<file path="src/rtl/rvj1_timer_pkg.sv">
// Shared constants and helpers for the rvj1 Wishbone timer: register word
// offsets, CTRL/STATUS bit positions and the byte-lane write merge.
package rvj1_timer_pkg;

  localparam logic [5:0] OFF_CTRL     = 6'h00;
  localparam logic [5:0] OFF_PRESCALE = 6'h01;
  localparam logic [5:0] OFF_COUNT    = 6'h02;
  localparam logic [5:0] OFF_CMP      = 6'h03;
  localparam logic [5:0] OFF_STATUS   = 6'h04;

  localparam int CTRL_EN         = 0;
  localparam int CTRL_IRQ_EN     = 1;
  localparam int CTRL_AUTORELOAD = 2;

  localparam int STAT_MATCH = 0;
  localparam int STAT_OVF   = 1;

  localparam logic [31:0] CMP_RESET   = 32'hFFFF_FFFF;
  localparam logic [31:0] COUNT_MAX   = 32'hFFFF_FFFF;

  typedef struct packed {
    logic autoreload;
    logic irq_en;
    logic en;
  } ctrl_t;

  // Replace only the byte lanes selected by sel.
  function automatic logic [31:0] byte_merge(input logic [31:0] old_v,
                                             input logic [31:0] new_v,
                                             input logic [3:0]  sel);
    logic [31:0] r;
    r = old_v;
    for (int b = 0; b < 4; b++) begin
      if (sel[b]) begin
        r[8*b +: 8] = new_v[8*b +: 8];
      end
    end
    return r;
  endfunction

endpackage

</file>
<file path="src/rtl/rvj1_wb_timer_if.sv">
// Wishbone-classic slave bundle for the rvj1 timer; signal names follow the
// Caravel user-port naming so top-level hookup stays one-to-one.
interface rvj1_wb_timer_if;
  logic        wbs_cyc_i;
  logic        wbs_stb_i;
  logic        wbs_we_i;
  logic [3:0]  wbs_sel_i;
  logic [31:0] wbs_adr_i;
  logic [31:0] wbs_dat_i;
  logic        wbs_ack_o;
  logic [31:0] wbs_dat_o;

  modport master (
    output wbs_cyc_i, wbs_stb_i, wbs_we_i, wbs_sel_i, wbs_adr_i, wbs_dat_i,
    input  wbs_ack_o, wbs_dat_o
  );

  modport slave (
    input  wbs_cyc_i, wbs_stb_i, wbs_we_i, wbs_sel_i, wbs_adr_i, wbs_dat_i,
    output wbs_ack_o, wbs_dat_o
  );
endinterface

</file>
<file path="src/rtl/rvj1_timer_prescaler.sv">
// Prescaler for the rvj1 timer: divides the clock by (prescale + 1) while
// enabled and emits a single-cycle tick at the terminal count.
module rvj1_timer_prescaler (
  input  logic        clk,
  input  logic        rst,
  input  logic        en,
  input  logic [31:0] prescale,
  output logic        tick
);

  logic [31:0] pre_cnt_r;
  logic        at_term_s;

  // Terminal-count compare; tick is combinational so the counter advances on
  // the same edge that pre_cnt wraps.
  always_comb begin
    at_term_s = (pre_cnt_r == prescale);
    tick      = en & at_term_s;
  end

  // Divider state: cleared while disabled, wraps to zero at terminal count.
  always_ff @(posedge clk or posedge rst) begin
    if (rst) begin
      pre_cnt_r <= 32'd0;
    end else if (!en) begin
      pre_cnt_r <= 32'd0;
    end else if (at_term_s) begin
      pre_cnt_r <= 32'd0;
    end else begin
      pre_cnt_r <= pre_cnt_r + 32'd1;
    end
  end

endmodule

</file>
<file path="src/rtl/rvj1_wb_timer.sv">
// rvj1 Wishbone timer: bus decode, register file, 32-bit counter with
// compare/overflow flags and a registered level interrupt.
module rvj1_wb_timer
  import rvj1_timer_pkg::*;
#(
  parameter logic [31:0] BASE_ADDR = 32'h3000_0000,
  parameter int          LA_BITS   = 24
) (
  input  logic               wb_clk_i,
  input  logic               wb_rst_i,
  rvj1_wb_timer_if.slave     wbs,
  output logic               irq_o,
  output logic [LA_BITS-1:0] count_o
);

  ctrl_t       ctrl_r;
  logic [31:0] prescale_r;
  logic [31:0] count_r;
  logic [31:0] cmp_r;
  logic        match_r;
  logic        ovf_r;
  logic        ack_r;
  logic [31:0] dat_r;
  logic        irq_r;

  logic        hit_s;
  logic        req_s;
  logic        commit_s;
  logic        wr_s;
  logic [5:0]  idx_s;
  logic [31:0] rdata_s;
  logic        tick_s;
  logic        count_wr_s;
  logic        tick_eff_s;
  logic        at_cmp_s;
  logic        at_max_s;
  logic        match_set_s;
  logic        ovf_set_s;
  logic [1:0]  stat_clr_s;
  logic [31:0] count_nxt_s;
  logic        unused_s;

  rvj1_timer_prescaler u_prescaler (
    .clk      (wb_clk_i),
    .rst      (wb_rst_i),
    .en       (ctrl_r.en),
    .prescale (prescale_r),
    .tick     (tick_s)
  );

  // Request decode: a transfer commits on the cycle its ack is registered.
  always_comb begin
    hit_s    = (wbs.wbs_adr_i[31:8] == BASE_ADDR[31:8]);
    req_s    = wbs.wbs_cyc_i & wbs.wbs_stb_i & hit_s;
    commit_s = req_s & ~ack_r;
    wr_s     = commit_s & wbs.wbs_we_i;
    idx_s    = wbs.wbs_adr_i[7:2];
    unused_s = ^wbs.wbs_adr_i[1:0];
  end

  // Read-data mux; unmapped offsets read as zero.
  always_comb begin
    case (idx_s)
      OFF_CTRL:     rdata_s = {29'd0, ctrl_r};
      OFF_PRESCALE: rdata_s = prescale_r;
      OFF_COUNT:    rdata_s = count_r;
      OFF_CMP:      rdata_s = cmp_r;
      OFF_STATUS:   rdata_s = {30'd0, ovf_r, match_r};
      default:      rdata_s = 32'd0;
    endcase
  end

  // Counter next-state; a software COUNT write swallows a coincident tick.
  always_comb begin
    count_wr_s  = wr_s & (idx_s == OFF_COUNT);
    tick_eff_s  = tick_s & ~count_wr_s;
    at_cmp_s    = (count_r == cmp_r);
    at_max_s    = (count_r == COUNT_MAX);
    match_set_s = tick_eff_s & at_cmp_s;
    ovf_set_s   = tick_eff_s & at_max_s;
    if (count_wr_s) begin
      count_nxt_s = byte_merge(count_r, wbs.wbs_dat_i, wbs.wbs_sel_i);
    end else if (tick_eff_s) begin
      if (at_cmp_s && ctrl_r.autoreload) begin
        count_nxt_s = 32'd0;
      end else begin
        count_nxt_s = count_r + 32'd1;
      end
    end else begin
      count_nxt_s = count_r;
    end
  end

  // STATUS write-1-to-clear lanes; only byte 0 carries flags.
  always_comb begin
    if (wr_s && (idx_s == OFF_STATUS) && wbs.wbs_sel_i[0]) begin
      stat_clr_s = wbs.wbs_dat_i[1:0];
    end else begin
      stat_clr_s = 2'b00;
    end
  end

  // Bus response, register file, counter, flags and interrupt state.
  always_ff @(posedge wb_clk_i or posedge wb_rst_i) begin
    if (wb_rst_i) begin
      ctrl_r     <= ctrl_t'(3'b000);
      prescale_r <= 32'd0;
      count_r    <= 32'd0;
      cmp_r      <= CMP_RESET;
      match_r    <= 1'b0;
      ovf_r      <= 1'b0;
      ack_r      <= 1'b0;
      dat_r      <= 32'd0;
      irq_r      <= 1'b0;
    end else begin
      ack_r <= commit_s;
      dat_r <= (commit_s && !wbs.wbs_we_i) ? rdata_s : 32'd0;
      if (wr_s && (idx_s == OFF_CTRL) && wbs.wbs_sel_i[0]) begin
        ctrl_r <= ctrl_t'(wbs.wbs_dat_i[2:0]);
      end
      if (wr_s && (idx_s == OFF_PRESCALE)) begin
        prescale_r <= byte_merge(prescale_r, wbs.wbs_dat_i, wbs.wbs_sel_i);
      end
      if (wr_s && (idx_s == OFF_CMP)) begin
        cmp_r <= byte_merge(cmp_r, wbs.wbs_dat_i, wbs.wbs_sel_i);
      end
      count_r <= count_nxt_s;
      // A same-cycle hardware set beats the clear.
      match_r <= match_set_s | (match_r & ~stat_clr_s[STAT_MATCH]);
      ovf_r   <= ovf_set_s   | (ovf_r   & ~stat_clr_s[STAT_OVF]);
      irq_r   <= ctrl_r.irq_en & (match_r | ovf_r);
    end
  end

  assign wbs.wbs_ack_o = ack_r;
  assign wbs.wbs_dat_o = dat_r;
  assign irq_o         = irq_r;
  assign count_o       = count_r[LA_BITS-1:0];

endmodule

</file>
<file path="src/flat_wrapper.sv">
// flat-port wrapper written by rule: the top's interface ports become plain ports
module rvj1_wb_timer_flat import rvj1_timer_pkg::*;
#(
  parameter logic [31:0] BASE_ADDR = 32'h3000_0000,
  parameter int          LA_BITS   = 24
)
  (wb_clk_i, wb_rst_i, irq_o, count_o, wbs_wbs_cyc_i, wbs_wbs_stb_i, wbs_wbs_we_i, wbs_wbs_sel_i, wbs_wbs_adr_i, wbs_wbs_dat_i, wbs_wbs_ack_o, wbs_wbs_dat_o);
  rvj1_wb_timer_if wbs_i ();
  input  logic wb_clk_i;
  input  logic wb_rst_i;
  output logic irq_o;
  output logic [LA_BITS-1:0] count_o;
  input wire logic [$bits(wbs_i.wbs_cyc_i)-1:0] wbs_wbs_cyc_i;
  input wire logic [$bits(wbs_i.wbs_stb_i)-1:0] wbs_wbs_stb_i;
  input wire logic [$bits(wbs_i.wbs_we_i)-1:0] wbs_wbs_we_i;
  input wire logic [$bits(wbs_i.wbs_sel_i)-1:0] wbs_wbs_sel_i;
  input wire logic [$bits(wbs_i.wbs_adr_i)-1:0] wbs_wbs_adr_i;
  input wire logic [$bits(wbs_i.wbs_dat_i)-1:0] wbs_wbs_dat_i;
  output wire logic [$bits(wbs_i.wbs_ack_o)-1:0] wbs_wbs_ack_o;
  output wire logic [$bits(wbs_i.wbs_dat_o)-1:0] wbs_wbs_dat_o;
  assign wbs_i.wbs_cyc_i = wbs_wbs_cyc_i;
  assign wbs_i.wbs_stb_i = wbs_wbs_stb_i;
  assign wbs_i.wbs_we_i = wbs_wbs_we_i;
  assign wbs_i.wbs_sel_i = wbs_wbs_sel_i;
  assign wbs_i.wbs_adr_i = wbs_wbs_adr_i;
  assign wbs_i.wbs_dat_i = wbs_wbs_dat_i;
  assign wbs_wbs_ack_o = wbs_i.wbs_ack_o;
  assign wbs_wbs_dat_o = wbs_i.wbs_dat_o;
  rvj1_wb_timer #(.BASE_ADDR(BASE_ADDR), .LA_BITS(LA_BITS)) u_core (.wb_clk_i(wb_clk_i), .wb_rst_i(wb_rst_i), .wbs(wbs_i), .irq_o(irq_o), .count_o(count_o));
endmodule
</file>
<file path="config.mk">
export PLATFORM = sky130hd
export DESIGN_NAME = rvj1_wb_timer_flat
export DESIGN_NICKNAME = d
export VERILOG_FILES = /design/src/rtl/rvj1_timer_pkg.sv /design/src/rtl/rvj1_wb_timer_if.sv /design/src/rtl/rvj1_timer_prescaler.sv /design/src/rtl/rvj1_wb_timer.sv /design/src/flat_wrapper.sv
export SDC_FILE = /design/constraint.sdc
export NUM_CORES = 1
export LEC_CHECK = 0
export CAP_MARGIN = 20
export CELL_PAD_IN_SITES_DETAIL_PLACEMENT = 1
export CELL_PAD_IN_SITES_GLOBAL_PLACEMENT = 2
export CORE_MARGIN = 4
export CORE_UTILIZATION = 38
export CTS_CLUSTER_SIZE = 10
export DETAILED_ROUTE_END_ITERATION = 10
export GPL_TIMING_DRIVEN = 0
export PLACE_DENSITY_LB_ADDON = 0.1
export SETUP_SLACK_MARGIN = 0.15
export SLEW_MARGIN = 10
export SYNTH_ARGS = -nofsm -noshare
export SYNTH_HDL_FRONTEND = slang
export SYNTH_SLANG_ARGS = --single-unit
</file>
<file path="constraint.sdc">
create_clock -name wb_clk_i -period 12.6 [get_ports wb_clk_i]
set_input_delay 1.26 -clock wb_clk_i [delete_from_list [all_inputs] [get_ports wb_clk_i]]
set_output_delay 1.26 -clock wb_clk_i [all_outputs]
set_load 0.03 [all_outputs]
</file>
==> results.ini, run 1 <==
[grt]
grt_pass1_vias=8143
grt_max_degree=88
antenna_found_initial=0
grt.overflow.total=0
grt_pass1_wl_um=51400
grt_util_all_layers=0.254

[worst_setup_path]
cp-start-kind=input port
cp_num_buf_inv=3
cpPeakStageDelay_ns=0.75
worstPathArrival_ns=4.90
crit_fanout=10
crit_top_cell=nor4_2
critPathRequiredTime_ns=12.95
slowest_stage=nor4_2
critPathCaptureType=flop
r2r_cells=8
critPathTopFamily=simple AND/OR/NAND/NOR gates
timing_worst_setup_path_type=input port to flop
path_depth=8
crit_chain=clkdlybuf4s50_1, nor4_2, nand2_1, nor4_2, clkbuf_1, buf_1, a22oi_1, o21ai_0

[power]
sw_frac_of_total=0.248
p_int_uw=826
clock_power_share=0.460
power.density_nw_per_um2=95.5
power_frac_seq=0.488
power.total_mw=1.10
irDropWorstVdd_mv=0.0736
power.leakage_nw=4.56
p_switching_uw=272
pwr-share-comb=0.052

[worst_hold_path]
hold_depth=1
hold_class=flop to flop

[placement]
port_buffers=126
dp_hpwl_um=25600
gp_congestion=0.897
placedCellCount=1350
placed_area_um2=10900
place_ws_ns=7.60

[clocking]
h-tree-depth=4
insertion_delay_ns=0.44
clk_pin_slew_ns=0.07
ctsHoldBuffers=0
postCtsSetupBuffers=0
cts_tree=done
numCtsBuffers=17
cts_max_path_buffers=2
cts_resized=0
cts_sinks=167
root_buffer=clkbuf_16

[synth]
synth_area_leaders=dfrtp_1 (37%), mux2_2 (12%), dfstp_2 (9.1%), xnor2_1 (7.7%), a22oi_1 (5.2%)
yosysTopAreaCell=dfrtp_1
ys_warn_count=0
synth_cell_types=55
ys_ff_latch=167
avgSynthCellArea_um2=10.2
syn_inst=901
synth-async-reset-ratio=1.00
synth_ff_type=dfrtp_1
synth_nets=976
synth_top_area_frac=0.366
seq_area_frac_synth=0.457
synthesis.area_um2=9230
synth_edf_count=0

[route]
first_pass_iters=5
routed-wl-met2_um=15900
finalWirelength_um=33600
wl_per_cell_um=24.3
dr_total_vias=7875
drc=0
routed-wl-met3_um=1620
drt_iter0_drc=540
wl_met1_um=15500
final_antenna_net_count=0
highest_layer=met4
viasPerCell=5.70

[layout]
area_growth_pct=24.6
nNetsFinal=1125
drive_gt1_frac=0.194
final_cells=1382
final_util=0.486
design_area_um2=11500
antenna_cells=0

[sta]
slew_violations=0
max_freq_ghz=0.220
fin_skew_ns=0.0120
rsz0062_at_grt=no
setup_viol=0
fin_tns_setup_ns=0
hold_viol_final=0
layout_setup_ws_ns=8.05
fin_crit_sh=0.361
min_period_ns=4.55
whs_ns=0.524
slew_headroom=0.306
worst_pin_slew_ns=1.03

[floorplan]
die_area_um2=26900
core_um2=23700
rows=56
die_w_um=164
start_util=0.390
num_io_pins=131
die_h_um=164

[run]
maxCapViolCount=0

[outcome]
status=completed

## sequential cells by signal (all words and copies together), names as in the netlist
name,flops
u_core.cmp_r,32
u_core.count_r,32
u_core.ctrl_r,3
u_core.irq_o,1
u_core.match_r,1
u_core.ovf_r,1
u_core.prescale_r,32
u_core.u_prescaler.pre_cnt_r,32
u_core.wbs.wbs_ack_o,1
u_core.wbs.wbs_dat_o,32
## cell usage in the layout (no fill, tap or decap), types with 18 or more instances in the layout
cell type	count
nand4_1	30
dfrtp_1	135
mux2_2	96
nor4_1	19
xnor2_1	81
and3_1	18
buf_4	25
clkbuf_1	42
a22oi_1	64
nor2_1	83
nand3_1	44
inv_1	25
nand2_1	40
dfstp_2	32
clkdlybuf4s50_1	126
## layout make-up
type                            count  area [um2]
Buffer                             71         358
Clock buffer                       19         453
Clock inverter                     13        97.6
Fill cell                        2682       12200
Inverter                           26         105
Multi-Input combinational cell    637        4560
Sequential cell                   167        4220
Tap cell                          319         399
Timing Repair Buffer              130        1310
## layer usage
layer,GRT usage,vias to the layer above
met5,0,-
met4,0.0591,0
met3,0.0379,38
met2,0.408,228
met1,0.365,4052
li1,-,3557
## worst register-to-register path, cell delays in order (launching register included)
cell,delay [ns]
dfrtp_1,0.36
clkbuf_1,0.19
xnor2_1,0.53
nand4_1,0.25
nor4_1,0.86
a31oi_1,0.52
clkbuf_1,0.47
a22oi_1,0.31
o22ai_1,0.11
## logic make-up after synthesis
logic type,share of synthesized area
AND/OR/NAND/NOR,0.167
adder cells (fa/ha/maj),0.00271
XOR/XNOR,0.0892
buffers and inverters,0.0493
multiplexers,0.122
AO/OA/AOI/OAI,0.113
flip-flops,0.457
## synthesized netlist by cell type, types with 11 or more instances
library cell and count:
nand3_1 44, and3_1 18, o21ai_0 17, o22ai_1 11, nor4_1 19, a22oi_1 64, buf_4 24, a32oi_1 15
nand4_1 30, mux2_2 96, dfrtp_1 135, nor2_1 83, clkbuf_1 42, xnor2_1 81, nand2_1 40, dfstp_2 32
inv_1 26, nor3_1 18, xor2_1 13
## final timing paths
check	from	to	slack, ns
max in group asynchronous	wb_rst_i	u_core.cmp_r[26]	10.40
max	wbs_wbs_adr_i[7]	u_core.count_r[30]	8.05
max reg2reg	u_core.count_r[27]	u_core.count_r[11]	8.85
min	u_core.ctrl_r[1]	u_core.irq_o	0.52
min in group asynchronous	wb_rst_i	u_core.wbs.wbs_dat_o[3]	1.28
min reg2reg	u_core.ctrl_r[1]	u_core.irq_o	0.52
## power by group through the flow
stage	combinational (mW)	clock [mW]	sequential [mW]
after floorplan	0.0189	0	0.546
after global placement	0.0557	0	0.546
after detailed placement	0.0577	0	0.546
after CTS	0.0578	0.511	0.536
after global routing	0.0617	0.536	0.536
final	0.0570	0.505	0.536
No activity file was read; power rests on OpenSTA's default activity.
==> inputs of run 2 (changes only) <==
--- a/config.mk
+++ b/config.mk
@@ -9,7 +9,7 @@
 export CELL_PAD_IN_SITES_DETAIL_PLACEMENT = 1
 export CELL_PAD_IN_SITES_GLOBAL_PLACEMENT = 2
 export CORE_MARGIN = 4
-export CORE_UTILIZATION = 38
+export CORE_UTILIZATION = 35
 export CTS_CLUSTER_SIZE = 10
 export DETAILED_ROUTE_END_ITERATION = 10
 export GPL_TIMING_DRIVEN = 0
==> constraint.sdc (replaced) <==
create_clock -name wb_clk_i -period 4.2 [get_ports wb_clk_i]
set_input_delay 0.42 -clock wb_clk_i [delete_from_list [all_inputs] [get_ports wb_clk_i]]
set_output_delay 0.42 -clock wb_clk_i [all_outputs]
set_load 0.03 [all_outputs]
==> results.ini, run 2 (synthesis results as in run 1) <==
[outcome]
status=completed

[clocking]
ctsHoldBuffers=0
cts_sinks=167
cts_tree=done
insertion_delay_ns=0.44
cts_max_path_buffers=2
h-tree-depth=4
cts_resized=0
root_buffer=clkbuf_16
postCtsSetupBuffers=0
numCtsBuffers=17
clk_pin_slew_ns=0.07

[sta]
min_period_ns=3.70
rsz0062_at_grt=no
hold_viol_final=0
slew_headroom=0.299
worst_pin_slew_ns=1.04
fin_tns_setup_ns=0
slew_violations=0
fin_crit_sh=0.881
max_freq_ghz=0.270
fin_skew_ns=0.0103
setup_viol=0

[power]
clock_power_share=0.466
power.total_mw=3.35
power_frac_seq=0.480
sw_frac_of_total=0.240
p_switching_uw=806
power.density_nw_per_um2=287
irDropWorstVdd_mv=0.248
pwr-share-comb=0.055
p_int_mw=2.55
power.leakage_nw=4.64

[grt]
grt_pass1_vias=8239
grt_max_degree=36
grt_pass1_wl_um=51200
grt.overflow.total=0
antenna_found_initial=0
grt_util_all_layers=0.233

[worst_setup_path]
cpPeakStageDelay_ns=0.92
crit_top_cell=clkbuf_1
critPathTopFamily=simple AND/OR/NAND/NOR gates
critPathRequiredTime_ns=4.50
critPathCaptureType=flop
crit_chain=clkbuf_1, xnor2_1, nand4_1, nor4_1, a31oi_1, clkbuf_1, a22oi_1, o22ai_1
cp_num_buf_inv=2
crit_fanout=10
slowest_stage=nor4_1
worstPathArrival_ns=4.00
timing_worst_setup_path_type=flop to flop
cp-start-kind=flop

[layout]
fill_cells=2882
layout_common_cells=dfrtp_1 (135), clkdlybuf4s50_1 (126), mux2_2 (96)
area_growth_pct=26.4
regArea_um2=4220
final_util=0.449
drive_gt1_frac=0.199
multiInputGateArea_um2=4580
mostFrequentLayoutCell=dfrtp_1
nNetsFinal=1131

[route]
final_antenna_net_count=0
drt_iter0_drc=499
finalWirelength_um=33300
first_pass_iters=5
viasPerCell=5.64
dr_total_vias=7925
wl_per_cell_um=23.7
drc=0

[floorplan]
die_area_um2=29000
rows=59
num_io_pins=131
start_util=0.355
core_um2=26000
die_h_um=170
die_w_um=170

[placement]
port_buffers=126
gp_congestion=0.866
dp_hpwl_um=26200

[run]
maxCapViolCount=0

[worst_hold_path]
hold_class=input port to async pin

## run 2: metrics by stage
stage | hold WS [ns] | worst slack [ns] | std cells | area [um2]
global placement | 0.506 | 0.0273 | 1362 | 10900
global route | 0.384 | 0.314 | 1404 | 11700
detailed placement | 0.507 | -0.00276 | 1372 | 11100
floorplan | 0.466 | 1.68 | 901 | 9240
finish | 0.347 | 0.499 | 1405 | 11700
CTS | 0.354 | 0.431 | 1404 | 11700
## run 2: final cells by class
type                    count  share of cell area
diodes                      1            0.000214
clock inverters            13              0.0104
plain buffers              71              0.0307
inverters                  26             0.00868
multi-input cells         637               0.392
well taps                 335              0.0359
flip-flops and latches    167               0.362
repair buffers            136               0.122
clock buffers              19              0.0388
## run 2: worst reg2reg max path: stages (launching register included)
cell      delay [ns]
dfrtp_1         0.39
clkbuf_1        0.19
xnor2_1         0.49
nand4_1         0.15
nor4_1          0.92
a31oi_1         0.57
clkbuf_1        0.47
a22oi_1         0.29
o22ai_1         0.10
## run 2: power by group through the flow
stage / Clock [mW] / Sequential (mW) / Combinational (mW)
3_3_place_gp: 0 / 1.64 / 0.169
3_5_place_dp: 0 / 1.64 / 0.185
5_1_grt: 1.66 / 1.61 / 0.198
6_report: 1.56 / 1.61 / 0.183
4_1_cts: 1.60 / 1.61 / 0.186
2_1_floorplan: 0 / 1.64 / 0.0571
## run 2: path summary, 6_finish.rpt
check | slack (ns) | cells after the start | from | to
hold / removal | 0.35 | 2 | wb_rst_i | u_core.u_prescaler.pre_cnt_r[6]
setup reg to reg | 0.50 | 8 | u_core.count_r[18] | u_core.count_r[9]
min in group wb_clk_i | 0.41 | 3 | wbs_wbs_sel_i[2] | u_core.count_r[16]
hold reg to reg | 0.52 | 1 | u_core.ctrl_r[1] | u_core.irq_o
setup / recovery | 0.50 | 8 | u_core.count_r[18] | u_core.count_r[9]
max in group asynchronous | 2.82 | 5 | wb_rst_i | u_core.cmp_r[16]
## run 2: per-layer routing
metal / global-route usage / routed length [um] / up-vias
met2: 0.385 / 16000 / 222
met4: 0.0535 / 529 / 0
li1: - / - / 3594
met1: 0.324 / 15000 / 4076
met5: 0 / 0 / -
met3: 0.0372 / 1750 / 33
